### config.mk
export PLATFORM = sky130hd
export DESIGN_NAME = io_write_arbiter
export DESIGN_NICKNAME = d
export VERILOG_FILES = /design/src/rtl/io_write_arbiter.sv
export SDC_FILE = /design/constraint.sdc
export NUM_CORES = 1
export LEC_CHECK = 0
export ABC_AREA = 1
export CAP_MARGIN = 10
export CORE_MARGIN = 4
export CORE_UTILIZATION = 57
export DETAILED_ROUTE_END_ITERATION = 6
export PLACE_DENSITY = 0.85
export SYNTH_ARGS = -nofsm -noshare
export SYNTH_HDL_FRONTEND = slang
export SYNTH_SLANG_ARGS = --single-unit
### constraint.sdc
create_clock -name clk -period 3 [get_ports clk]
set_clock_uncertainty 0.1 [all_clocks]
set_input_delay 0.6 -clock clk [delete_from_list [all_inputs] [get_ports clk]]
set_output_delay 0.6 -clock clk [all_outputs]
set_load 0.01 [all_outputs]
### src/rtl/io_write_arbiter.sv
// -----------------------------------------------------------------------------
// io_write_arbiter
// Arbitrates the shared IO write port between the layer loader, the file
// writer and the decompressor. Grants whole bursts, drives the select lines
// of the one-bit write-source mux array, and keeps one persistent address
// counter per source so a pre-empted source resumes where it stopped.
//
// Ports:
//   clk                       system clock, rising edge
//   reset                     asynchronous, active-high reset
//   req_layer/file/decomp     level request, held while the source has data
//   valid_layer/file/decomp   source presents a word this cycle
//   last_layer/file/decomp    qualifies valid; final word of the burst
//   clr_addr                  reload all three address counters to base
//   gnt_layer/file/decomp     one-hot grant (registered)
//   Write_Layer/Write_Files/File_Type  mux selects (registered)
//   mem_we                    write strobe (combinational)
//   mem_addr                  counter of the granted source, layer counter idle
//   burst_cnt                 words accepted in the current grant
// -----------------------------------------------------------------------------
module io_write_arbiter #(
    parameter int                ADDR_W      = 16,
    parameter int                BURST_MAX   = 64,
    parameter logic [ADDR_W-1:0] LAYER_BASE  = 16'h0000,
    parameter logic [ADDR_W-1:0] FILE_BASE   = 16'h4000,
    parameter logic [ADDR_W-1:0] DECOMP_BASE = 16'h8000
) (
    input  logic              clk,
    input  logic              reset,
    input  logic              req_layer,
    input  logic              req_file,
    input  logic              req_decomp,
    input  logic              valid_layer,
    input  logic              valid_file,
    input  logic              valid_decomp,
    input  logic              last_layer,
    input  logic              last_file,
    input  logic              last_decomp,
    input  logic              clr_addr,
    output logic              gnt_layer,
    output logic              gnt_file,
    output logic              gnt_decomp,
    output logic              Write_Layer,
    output logic              Write_Files,
    output logic              File_Type,
    output logic              mem_we,
    output logic [ADDR_W-1:0] mem_addr,
    output logic [15:0]       burst_cnt
);

    typedef enum logic [1:0] {
        IDLE    = 2'd0,
        BUSY    = 2'd1,
        RELEASE = 2'd2
    } state_t;

    state_t            state_r, nextState_s;
    // Source vectors: bit 0 layer, bit 1 file, bit 2 decomp
    logic [2:0]        req_s, valid_s, last_s, avail_s, pick_s;
    logic [2:0]        gnt_r, nextGnt_s;
    logic [2:0]        mask_r, nextMask_s;
    logic [2:0]        relSrc_r, nextRelSrc_s;
    logic              forced_r, nextForced_s;
    logic [15:0]       burstCnt_r, nextBurst_s;
    logic              writeLayer_r, writeFiles_r, fileType_r;
    logic [ADDR_W-1:0] layerAddr_r, fileAddr_r, decompAddr_r;
    logic              reqG_s, validG_s, lastG_s, accept_s, hitMax_s;

    assign req_s   = {req_decomp, req_file, req_layer};
    assign valid_s = {valid_decomp, valid_file, valid_layer};
    assign last_s  = {last_decomp, last_file, last_layer};

    assign reqG_s   = |(req_s & gnt_r);
    assign validG_s = |(valid_s & gnt_r);
    assign lastG_s  = |(last_s & gnt_r);
    assign accept_s = (state_r == BUSY) && validG_s;
    // True when the word being accepted now is the BURST_MAX-th of the grant
    assign hitMax_s = (({1'b0, burstCnt_r} + 17'd1) == 17'(BURST_MAX));
    assign avail_s  = req_s & ~mask_r;

    // Fixed-priority pick over unmasked requests: layer > file > decomp
    always_comb begin
        pick_s = 3'b000;
        if (avail_s[0]) begin
            pick_s = 3'b001;
        end else if (avail_s[1]) begin
            pick_s = 3'b010;
        end else if (avail_s[2]) begin
            pick_s = 3'b100;
        end else begin
            pick_s = 3'b000;
        end
    end

    // Next-state, next-grant, mask and burst counter logic
    always_comb begin
        nextState_s  = state_r;
        nextGnt_s    = gnt_r;
        nextMask_s   = mask_r;
        nextRelSrc_s = relSrc_r;
        nextForced_s = forced_r;
        nextBurst_s  = burstCnt_r;
        case (state_r)
            IDLE: begin
                // The mask only ever influences a single arbitration
                nextMask_s = 3'b000;
                if (|avail_s) begin
                    nextState_s = BUSY;
                    nextGnt_s   = pick_s;
                    nextBurst_s = 16'd0;
                end else begin
                    nextGnt_s   = 3'b000;
                end
            end
            BUSY: begin
                if (accept_s) begin
                    nextBurst_s = burstCnt_r + 16'd1;
                end else begin
                    nextBurst_s = burstCnt_r;
                end
                // last wins over forced release, so last at BURST_MAX is unmasked
                if (accept_s && lastG_s) begin
                    nextState_s  = RELEASE;
                    nextGnt_s    = 3'b000;
                    nextRelSrc_s = gnt_r;
                    nextForced_s = 1'b0;
                end else if (accept_s && hitMax_s) begin
                    nextState_s  = RELEASE;
                    nextGnt_s    = 3'b000;
                    nextRelSrc_s = gnt_r;
                    nextForced_s = 1'b1;
                end else if (!reqG_s) begin
                    nextState_s  = RELEASE;
                    nextGnt_s    = 3'b000;
                    nextRelSrc_s = gnt_r;
                    nextForced_s = 1'b0;
                end else begin
                    nextState_s  = BUSY;
                end
            end
            RELEASE: begin
                nextState_s = IDLE;
                nextGnt_s   = 3'b000;
                // Mask the forced-out source only if someone else is waiting
                if (forced_r && (|(req_s & ~relSrc_r))) begin
                    nextMask_s = relSrc_r;
                end else begin
                    nextMask_s = 3'b000;
                end
            end
            default: begin
                nextState_s = IDLE;
                nextGnt_s   = 3'b000;
                nextMask_s  = 3'b000;
            end
        endcase
    end

    // Control state, grant and select registers
    always_ff @(posedge clk or posedge reset) begin
        if (reset) begin
            state_r      <= IDLE;
            gnt_r        <= 3'b000;
            mask_r       <= 3'b000;
            relSrc_r     <= 3'b000;
            forced_r     <= 1'b0;
            burstCnt_r   <= 16'd0;
            writeLayer_r <= 1'b0;
            writeFiles_r <= 1'b0;
            fileType_r   <= 1'b0;
        end else begin
            state_r      <= nextState_s;
            gnt_r        <= nextGnt_s;
            mask_r       <= nextMask_s;
            relSrc_r     <= nextRelSrc_s;
            forced_r     <= nextForced_s;
            burstCnt_r   <= nextBurst_s;
            writeLayer_r <= nextGnt_s[0];
            writeFiles_r <= nextGnt_s[1] | nextGnt_s[2];
            fileType_r   <= nextGnt_s[1];
        end
    end

    // Per-source address counters; clr_addr takes precedence over increment
    always_ff @(posedge clk or posedge reset) begin
        if (reset) begin
            layerAddr_r  <= LAYER_BASE;
            fileAddr_r   <= FILE_BASE;
            decompAddr_r <= DECOMP_BASE;
        end else if (clr_addr) begin
            layerAddr_r  <= LAYER_BASE;
            fileAddr_r   <= FILE_BASE;
            decompAddr_r <= DECOMP_BASE;
        end else begin
            if (accept_s && gnt_r[0]) layerAddr_r  <= layerAddr_r + ADDR_W'(1);
            else                      layerAddr_r  <= layerAddr_r;
            if (accept_s && gnt_r[1]) fileAddr_r   <= fileAddr_r + ADDR_W'(1);
            else                      fileAddr_r   <= fileAddr_r;
            if (accept_s && gnt_r[2]) decompAddr_r <= decompAddr_r + ADDR_W'(1);
            else                      decompAddr_r <= decompAddr_r;
        end
    end

    // Address mux: granted source's counter, layer counter when nobody holds a grant
    always_comb begin
        if (gnt_r[1]) begin
            mem_addr = fileAddr_r;
        end else if (gnt_r[2]) begin
            mem_addr = decompAddr_r;
        end else begin
            mem_addr = layerAddr_r;
        end
    end

    assign mem_we      = accept_s;
    assign gnt_layer   = gnt_r[0];
    assign gnt_file    = gnt_r[1];
    assign gnt_decomp  = gnt_r[2];
    assign Write_Layer = writeLayer_r;
    assign Write_Files = writeFiles_r;
    assign File_Type   = fileType_r;
    assign burst_cnt   = burstCnt_r;

endmodule

### Yosys cells after proc, flatten, opt, wreduce, memory -nomap -nowiden

Cells that the tools add are included.
W data, S select, Z words.

| cells by class | value |
|---|---|
| bitwise logic cells | 8 |
| $add $sub $neg | 5 |
| equality and inequality tests | 6 |
| reductions and logical operators | 19 |
| mux-type cells | 32 |
| shift operators | 0 |
| $lt $le $gt $ge | 0 |
| div/mod/pow operators | 0 |
| multiply operators | 0 |

Operators with widths:

| operator | number |
|---|---|
| $mux W16 | 10 |
| $add A16 B1 Y16 const B | 4 |
| $mux W3 | 11 |
| $pmux W16 S2 | 1 |
| $add A16 B1 Y17 const B | 1 |
| $eq A17 B7 Y1 const B | 1 |
| $and A3 B3 Y3 | 5 |
| $reduce_or A3 Y1 | 5 |
| $pmux W3 S2 | 2 |
| $mux W2 | 4 |
| $reduce_bool A2 Y1 | 4 |
| $logic_and A1 B1 Y1 | 7 |
| $not A3 Y3 | 2 |
| $ne A2 B2 Y1 const B | 2 |
| $pmux W2 S2 | 1 |
| $mux W1 | 3 |
| $ne A3 B1 Y1 const B | 1 |
| $reduce_and A3 Y1 | 1 |
| $eq A2 B1 Y1 const B | 1 |
| $eq A2 B2 Y1 const B | 1 |
| $logic_not A2 Y1 | 1 |
| $reduce_and A2 Y1 | 1 |
| $or A1 B1 Y1 | 1 |

| storage, ports and cells | value |
|---|---|
| bits in latches | 0 |
| input port bits | 12 |
| memories | 0 |
| RAM bits | 0 |
| register bits after elaboration | 79 |
| bits in read-only memories | 0 |
| output and inout bits | 39 |

### Logic depth before layout (Yosys ltp)

| depth | value |
|---|---|
| depth in word-level cells | 8 |
| depth in mapped cells | 16 |
| depth with buffers taken out | 16 |

### Worst setup path before layout

OpenSTA, ideal clock, no wires.

| timing path | value |
|---|---|
| path type | register -> output |
| start | reg gnt_r[2] |
| end | out mem_addr[15] |
| setup slack | 0.995 ns |
| cell stages (with the launch flop) | 6 |
| arrival | 1.305 ns |
| path through | dfrtp_1 -> buf_2 -> clkinv_1 -> clkbuf_1 -> nand2_1 -> a22oi_1 |

| between the ends | value |
|---|---|
| longest elaborated chain between the ends | 2 |

Ends and longest elaborated chain:

| element | line | source |
|---|---|---|
| from (decl) | 60 | `logic [2:0] gnt_r, nextGnt_s;` |
| from (signal assigned) | 173 | `gnt_r <= nextGnt_s;` |
| $mux W16 | 208 | `end else if (gnt_r[2]) begin` |
| $mux W16 | 206 | `if (gnt_r[1]) begin` |
| to (decl) | 47 | `output logic [ADDR_W-1:0] mem_addr,` |

No other way between the ends.

### Worst setup path in the final report

| timing path | value |
|---|---|
| start | reg gnt_r[2] |
| end | out mem_addr[0] |

Same word-level chain as after synthesis.

==> metrics.yaml <==
outcome:
  status: "finished clean"
drt:
  drt-total-wl_microns: 11110
  first_pass_iters: 6
  avgViaCountPerCell: 5.647
  vias: 4331
  avgRoutedWirePerCell_microns: 14.48
  postRouteAntennaNets: 0
  drc: 0
  first_iter_violations: 276
place:
  io_buffers: 50
  hpwl_microns: 8018
  postPlaceCellArea_sq_mm: 0.005130
  place_congestion: 0.8690
global_routing:
  gr-total-overflow: 0
  track_usage_pct: 24.32
  grt_pass1_vias: 4195
  grt_pass1_wl_microns: 19200
  grt_max_degree: 41
  antenna_found_initial: 0
synth:
  synth_fp_nets: 621
  synthSimpleGateAreaFrac_pct: 30.36
  synth-compound-area-share_pct: 15.78
  ys.flop_type: "dfrtp_1"
  synth-xor-area-share_pct: 0.3896
  synthCells: 604
  synthMuxAreaShare_pct: 0
  synth_top_family_by_area: "simple AND/OR/NAND/NOR gates"
  ys_ff_latch: 77
  seq_area_frac_synth_pct: 42.92
  synth_edf_count: 0
  synth_fa_ha_area_share_pct: 1.392
  synthDistinctLibCells: 39
  ys_async_sr_fraction_pct: 100.0
  syn_area_sq_mm: 0.004496
  yosysWarnings: 0
  post_synth.cell_area_avg_sq_um: 7.443
hold_path:
  hp-class: "reg2reg"
  hold_depth: 2
floorplanning:
  start_util_pct: 58.48
  rows: 32
  dieHeight_microns: 96.81
  pin_count: 51
  die_x_microns: 96.81
  dieArea_sq_mm: 0.009372
  core_sq_mm: 0.007687
sta:
  fmaxAchievable_mhz: 361.5
  finalCritPeriodShare_pct: 92.21
  finalCriticalPeriod_ps: 2766
  setup_violations: 0
  drv_slew: 0
  rsz0062_at_grt: "false"
  slew_headroom_pct: 63.97
  worstMarginPinSlew_ps: 539.6
  tns_ps: 0
  hold_viol: 0
worst_setup_path:
  path_cells: "clkinvlp_4 -> o21ai_0 -> a21oi_1 -> a21oi_1 -> clkdlybuf4s50_1"
  critPathLaunchType: "register"
  worst-path-buf-inv: 2
  worst_setup_path_end_kind: "output port"
  cp_max_fo: 15
  critPathRequiredTime_ps: 2300
  reg2reg_depth: 14
  cp.arrival_ps: 2070
  path_class: "reg2out"
  slowest_stage: "clkdlybuf4s50_1"
  crit_top_cell: "a21oi_1"
  cp.depth: 5
  cpLargestDelayFamily: "buffers and inverters"
  slowest_delay_ps: 560
  r2r_slack_ps: 610
final_layout:
  syn2layout_area_growth_pct: 18.37
  final_cell_mix: "136 x nand2_1, 83 x inv_1, 75 x dfrtp_1"
  final-seq-area_sq_mm: 0.001929
  final_area_sq_mm: 0.005321
  final_common_cell: "nand2_1"
  multi_input_area_sq_mm: 0.002155
  n_antenna_cell: 0
  fill_cells: 635
  drive_gt1_share_pct: 9.774
  fin_nets: 678
clocking:
  tritoncts: "built"
  cts.htree.levels: 3
  cts.path.max_buffers: 2
  cts_sinks: 77
  numCtsBuffers: 9
  path_clk_slew_ps: 80
  cts_root_buf: "clkbuf_8"
  worstSkewPairLatency_ps: 350
  cts_hold_buf: 0
pwr:
  clock_power_share_pct: 27.3
  p_seq_share_pct: 44.5
  swShare_pct: 34.40
  p_per_area_mw_per_mm2: 478.0
  internal-power_mw: 1.669
  p_leak_nw: 2.259
  switchingPower_mw: 0.8749
  p_comb_share_pct: 28.2
  irDropWorstVdd_uv: 258.5
job:
  drv_cap: 0
-- logic make-up (layout without fill, tap and decap cells) --
| group | Yosys count | count (layout) |
|---|---|---|
| AOI/OAI and AO/OA | 131 | 131 |
| adders and majority gates | 5 | 5 |
| xor gates and xnor gates | 2 | 2 |
| DFF | 77 | 77 |
| buffers and inverters | 106 | 167 |
| and+or+nand+nor | 283 | 283 |
-- layout make-up --
cell class | instances | share of cell area [%]
well taps | 102 | 2.398
multi-input cells | 421 | 40.49
flip-flops and latches | 77 | 36.26
clock buffers | 10 | 2.586
inverters | 90 | 6.419
repair buffers | 62 | 11.33
clock inverters | 5 | 0.5173
-- through the flow --
stage	power [mW]	worst slack [ps]	util (%)	hold slack (ps)	instances
global route	2.682	46.84	69.22	433.6	767
floorplan	1.568	336.6	-	344.9	604
global placement	1.838	335.3	66.73	369.2	749
detailed placement	1.860	284.0	66.73	383.6	749
finish	2.544	233.8	69.22	400.2	767
CTS	2.552	34.06	68.88	404.8	764
-- cells in the mapped netlist (all sizes together) (5+ instances only) --
| cell | count | area (sq um) |
|---|---|---|
| nand2 | 146 | 588.1 |
| inv | 89 | 334.1 |
| dfrtp | 75 | 1877 |
| o21ai | 58 | 290.3 |
| nor2 | 54 | 279.0 |
| a21oi | 49 | 245.2 |
| nand3 | 37 | 222.7 |
| nor3 | 29 | 160.2 |
| nand4 | 12 | 81.33 |
| buf | 9 | 47.54 |
| clkbuf | 7 | 26.28 |
| o22ai | 7 | 43.79 |
| ha | 5 | 62.56 |
-- power groups by stage --
| stage | Combinational [mW] | Clock [mW] | Sequential [mW] |
|---|---|---|---|
| final | 0.718 | 0.695 | 1.13 |
| after global routing | 0.794 | 0.751 | 1.14 |
| after CTS | 0.715 | 0.707 | 1.13 |
| after detailed placement | 0.708 | 0 | 1.15 |
| after global placement | 0.691 | 0 | 1.15 |
| after floorplan | 0.414 | 0 | 1.15 |
-- worst reg2reg max path, cell delays in order, from the launching register on --
cell and delay, ps:
dfrtp_1 410, buf_4 290, nand2_1 90, nand3_1 140
nand2_4 110, inv_2 80, buf_4 210, nand2_4 100
nand2_2 130, nand2_1 60, nor2_1 140, nand2_1 110
nor2_1 160, a21oi_1 90, nor2_1 110
-- repair_timing --
action                                  in CTS  in global routing
hold endpoints to repair                     0                  0
resized for setup                            0                  1
endpoints found under the setup margin       0                  8
setup buffers                                0                  3
-- state kept, by name, indices dropped and copies added (netlist names), 2 cells and up --
signal,cells
layerAddr_r,16
state_r,2
burst_cnt,16
gnt_r,3
mask_r,3
fileAddr_r,16
relSrc_r,3
decompAddr_r,16
-- path summary, 6_finish.rpt --
| path | startpoint | endpoint |
|---|---|---|
| max reg2reg | gnt_r[2] | decompAddr_r[13] |
| min reg2reg | relSrc_r[2] | relSrc_r[2] |
| min in group asynchronous | reset | burst_cnt[12] |
| max in group asynchronous | reset | fileAddr_r[14] |
| max | gnt_r[2] | mem_addr[0] |
| min | relSrc_r[2] | relSrc_r[2] |
-- layer usage --
metal	vias to the layer above	part of all wire [%]	GRT usage [%]
met4	0	1.5	8.855
met5	-	0	0
li1	2114	-	-
met2	139	48	40.29
met1	2061	45	32.90
met3	17	5.1	2.884
Note: power is estimated with default switching activity, not from simulation.
